<file path="src/rtl/e_m_pipe_reg.sv">
// E/M pipeline register of the five-stage MIPS core.
// Captures Execute-stage results on every rising edge and presents them to the
// Memory stage. On the way through it merges E-stage overflow into the
// exception code, cancels the register write of an excepting instruction and
// counts the forwarding Tnew value down by one. A CP0 request (Req) replaces the
// captured instruction with a bubble that restarts at the exception handler.
// There is no stall input: stalls are inserted upstream at D/E.
// There is no handshake: every edge performs exactly one action, with the
// priority reset > Req > capture.
module e_m_pipe_reg #(
  parameter logic [31:0] RESET_PC   = 32'h0000_3000,
  parameter logic [31:0] HANDLER_PC = 32'h0000_4180
) (
  input  logic        clk,
  input  logic        reset,
  input  logic        Req,
  input  logic [31:0] E_PC,
  input  logic [31:0] E_Instr,
  input  logic        E_BD,
  input  logic [4:0]  E_A3,
  input  logic [31:0] E_ALUOut,
  input  logic [31:0] E_RT,
  input  logic [1:0]  E_Tnew,
  input  logic [4:0]  E_ExcCode,
  input  logic        E_Ov,
  input  logic [1:0]  E_OvKind,
  output logic [31:0] M_PC,
  output logic [31:0] M_Instr,
  output logic        M_BD,
  output logic [4:0]  M_A3,
  output logic [31:0] M_ALUOut,
  output logic [31:0] M_RT,
  output logic [1:0]  M_Tnew,
  output logic [4:0]  M_ExcCode
);

  // Exception codes raised by this stage.
  localparam logic [4:0] EXC_NONE = 5'd0;
  localparam logic [4:0] EXC_ADEL = 5'd4;
  localparam logic [4:0] EXC_ADES = 5'd5;
  localparam logic [4:0] EXC_OV   = 5'd12;

  // Overflow interpretations supplied by the E-stage decoder.
  localparam logic [1:0] OV_IGNORE = 2'b00;
  localparam logic [1:0] OV_ARITH  = 2'b01;
  localparam logic [1:0] OV_LOAD   = 2'b10;
  localparam logic [1:0] OV_STORE  = 2'b11;

  logic [4:0] ov_code;
  logic [4:0] cap_exc;
  logic [4:0] cap_a3;
  logic [1:0] cap_tnew;

  // Values a plain capture would load: the exception merge (the earlier stage
  // wins over overflow), the write cancel and the saturating Tnew decrement.
  always_comb begin
    ov_code  = EXC_NONE;
    cap_exc  = EXC_NONE;
    cap_a3   = E_A3;
    cap_tnew = 2'd0;

    case (E_OvKind)
      OV_ARITH:  ov_code = EXC_OV;
      OV_LOAD:   ov_code = EXC_ADEL;
      OV_STORE:  ov_code = EXC_ADES;
      OV_IGNORE: ov_code = EXC_NONE;
      default:   ov_code = EXC_NONE;
    endcase

    if (E_ExcCode != EXC_NONE) begin
      cap_exc = E_ExcCode;
    end else if (E_Ov) begin
      cap_exc = ov_code;
    end

    // An instruction that traps must not update the register file.
    if (cap_exc != EXC_NONE) begin
      cap_a3 = 5'd0;
    end

    // Tnew counts down towards 0 and stays there; it must never wrap to 3.
    if (E_Tnew != 2'd0) begin
      cap_tnew = E_Tnew - 2'd1;
    end
  end

  // Pipeline register: reset, then flush to a handler bubble, then capture.
  always_ff @(posedge clk) begin
    if (reset) begin
      M_PC      <= RESET_PC;
      M_Instr   <= 32'd0;
      M_BD      <= 1'b0;
      M_A3      <= 5'd0;
      M_ALUOut  <= 32'd0;
      M_RT      <= 32'd0;
      M_Tnew    <= 2'd0;
      M_ExcCode <= EXC_NONE;
    end else if (Req) begin
      M_PC      <= HANDLER_PC;
      M_Instr   <= 32'd0;
      M_BD      <= 1'b0;
      M_A3      <= 5'd0;
      M_ALUOut  <= 32'd0;
      M_RT      <= 32'd0;
      M_Tnew    <= 2'd0;
      M_ExcCode <= EXC_NONE;
    end else begin
      M_PC      <= E_PC;
      M_Instr   <= E_Instr;
      M_BD      <= E_BD;
      M_A3      <= cap_a3;
      M_ALUOut  <= E_ALUOut;
      M_RT      <= E_RT;
      M_Tnew    <= cap_tnew;
      M_ExcCode <= cap_exc;
    end
  end

endmodule

</file>
<file path="config.mk">
export PLATFORM = sky130hd
export DESIGN_NAME = e_m_pipe_reg
export DESIGN_NICKNAME = d
export VERILOG_FILES = /design/src/rtl/e_m_pipe_reg.sv
export SDC_FILE = /design/constraint.sdc
export NUM_CORES = 1
export LEC_CHECK = 0
export CORE_AREA = 2 2 112 114
export CTS_BUF_LIST = sky130_fd_sc_hd__clkbuf_8
export DETAILED_ROUTE_END_ITERATION = 16
export DIE_AREA = 0 0 114 116
export PLACE_DENSITY = 0.77
export SLEW_MARGIN = 20
export SYNTH_ARGS = -nofsm -noshare
export SYNTH_HDL_FRONTEND = slang
export SYNTH_SLANG_ARGS = --single-unit
</file>
<file path="constraint.sdc">
create_clock -name clk -period 1.8 [get_ports clk]
set_input_delay 0.36 -clock clk [delete_from_list [all_inputs] [get_ports clk]]
set_output_delay 0.36 -clock clk [all_outputs]
set_load 0.05 [all_outputs]
</file>
==> flow_summary.json <==
{
  "outcome": "finished clean",
  "hpwlAfterDp_mm": 8.70,
  "route.met2.wl_mm": 5.40,
  "synthTopCellsByArea": "dfxtp_1, and2_1, clkbuf_1",
  "core_mm2": 0.0119,
  "dpl_cell_area_mm2": 0.00667,
  "crit_family": "buffers and inverters",
  "crit_path_top_delay_cell": "dlygate4sd2_1",
  "num_vias": 3164,
  "nets": 761,
  "cp_cell_sequence": "dlygate4sd2_1",
  "final_antenna_net_count": 0,
  "io-pin-count": 288,
  "die_w_um": 114,
  "initial_utilization": 0.326,
  "cpPeakStageDelay_ns": 0.52,
  "fin_crit_sh": 0.916,
  "synthCells": 314,
  "drcViolationCount": 0,
  "critPathRequiredTime_ns": 1.44,
  "synth-seq-cells": 141,
  "worst-path-buf-inv": 1,
  "power_mw": 7.23,
  "setup_ws_ns": 0.152,
  "max_freq_ghz": 0.607,
  "startpoint_type": "flip-flop",
  "clock_path_buffers": 2,
  "p_leak_nw": 3.24,
  "fill_cells": 988,
  "grt_overflow": 0,
  "final_cell_mix": "clkdlybuf4s50_1, dfxtp_1, and2_1, buf_4, dlygate4sd2_1",
  "grt_max_degree": 76,
  "wl_mm": 11.0,
  "final_cell_area_mm2": 0.00709,
  "antenna_found_initial": 0,
  "synth.top_cell.area_share": 0.728,
  "p_per_area_mw_per_mm2": 1020,
  "ir_drop_uv": 568,
  "wl_per_cell_um": 14.2,
  "holdBufCountCts": 0,
  "clock-root-buffer": "clkbuf_8",
  "min_period_ns": 1.65,
  "ys_warn_count": 0,
  "report.final.slew_viol_count": 0,
  "htree_levels": 4,
  "met1_length_mm": 3.73,
  "ys_seq_area_frac": 0.728,
  "finalHoldViolCount": 0,
  "cp_max_fo": 1,
  "rsz0062_at_grt": "false",
  "cts_tree": "yes",
  "synth_cell_types": 17,
  "grt_pass1_wl_mm": 16.5,
  "grt_pass1_vias": 3275,
  "highest_layer": "met4",
  "drt-pass1-iter-count": 4,
  "path_clk_slew_ns": 0.08,
  "dpl_worst_slack_ns": -0.0503,
  "endpoint_kind": "output port",
  "area_delta_synth_final_pct": 82.6,
  "wl_met3_mm": 1.54,
  "hold_path_class": "in2reg",
  "port_buffers": 287,
  "yosysTopAreaCell": "dfxtp_1",
  "slew_headroom": 0.666,
  "gp_congestion": 0.736,
  "diodes": 0,
  "die_area_mm2": 0.0132,
  "postCtsSetupBuffers": 0,
  "path_class": "reg2out",
  "cts_buffers": 17,
  "setup_violations": 0,
  "cp.arrival_ns": 1.29,
  "cts.sinks": 141,
  "rows": 40,
  "max_cap_viol_count": 0,
  "worst_slew_pin_slew_ns": 0.503,
  "drt_iter0_drc": 126,
  "synth_area_per_cell_um2": 12.4,
  "netlist_area_mm2": 0.00388,
  "synth_fp_nets": 462,
  "drive_above_1_share": 0.249,
  "final_common_cell": "clkdlybuf4s50_1",
  "die_h_um": 116,
  "avgViaCountPerCell": 4.09,
  "grt_usage": 0.167
}
metal layers:
| layer | up-vias | global-route usage |
|---|---|---|
| li1 | 1557 | - |
| met1 | 1385 | 0.159 |
| met2 | 201 | 0.283 |
| met3 | 21 | 0.101 |
| met4 | 0 | 0.0854 |
| met5 | - | 0 |
kinds of logic (layout without fill, tap and decap cells):
kind of cell               after synthesis  after routing  share of synthesized area
buffers and inverters                   18            330                     0.0197
AOI/OAI and AO/OA                        6              6                     0.0116
and+or+nand+nor                        148            148                      0.238
DFF                                    141            141                      0.728
adders and majority gates                1              1                    0.00322
what timing repair did:
action                                  CTS  global route
endpoints found under the setup margin   26             0
gates resized for setup                  26             0
endpoints found under the hold margin     0             0
cells in the mapped netlist:
master    count
dfxtp_1     141
and2_1      131
clkbuf_1     12
nor2_1        9
inv_1         4
nor4_1        3
a21o_1        2
a41oi_1       2
nor3_1        2
a21oi_1       1
buf_2         1
buf_6         1
ha_1          1
nor2_4        1
nor4b_4       1
o21a_1        1
or2_1         1
power by group:
part           internal (mW)  switching [mW]  total (mW)
combinational          0.498           0.608        1.11
sequential              3.24          0.0340        3.28
clock                   1.65            1.20        2.85
per-stage QoR:
stage	util	setup TNS (ns)	std cells	hold slack, ns
after floorplan	-	0	314	0.432
after global placement	0.560	0	741	0.812
after detailed placement	0.560	-0.228	741	0.810
after CTS	0.595	0	773	0.438
after global routing	0.595	0	773	0.443
final	0.595	0	773	0.478
final cells by class:
cell class / count / area [um2] / area share
clock buffers: 17 / 234 / 0.0330
clock inverters: 15 / 219 / 0.0309
inverters: 4 / 15.0 / 0.00212
multi-input cells: 155 / 981 / 0.138
flip-flops and latches: 141 / 2820 / 0.398
well taps: 147 / 184 / 0.0260
repair buffers: 294 / 2630 / 0.371
sequential cells by signal (all words and copies together) (netlist names):
register and flops:
M_ALUOut 32, M_BD 1, M_Tnew 2, M_RT 32
M_ExcCode 5, M_A3 5, M_PC 32, M_Instr 32
worst paths after layout:
kind | from | to | slack [ns] | cells after the start
worst min-delay path | E_ALUOut[2] | M_ALUOut[2] | 0.48 | 2
worst max-delay path | M_ALUOut[17] | M_ALUOut[17] | 0.15 | 1
Note: power is estimated with default switching activity, not from simulation.
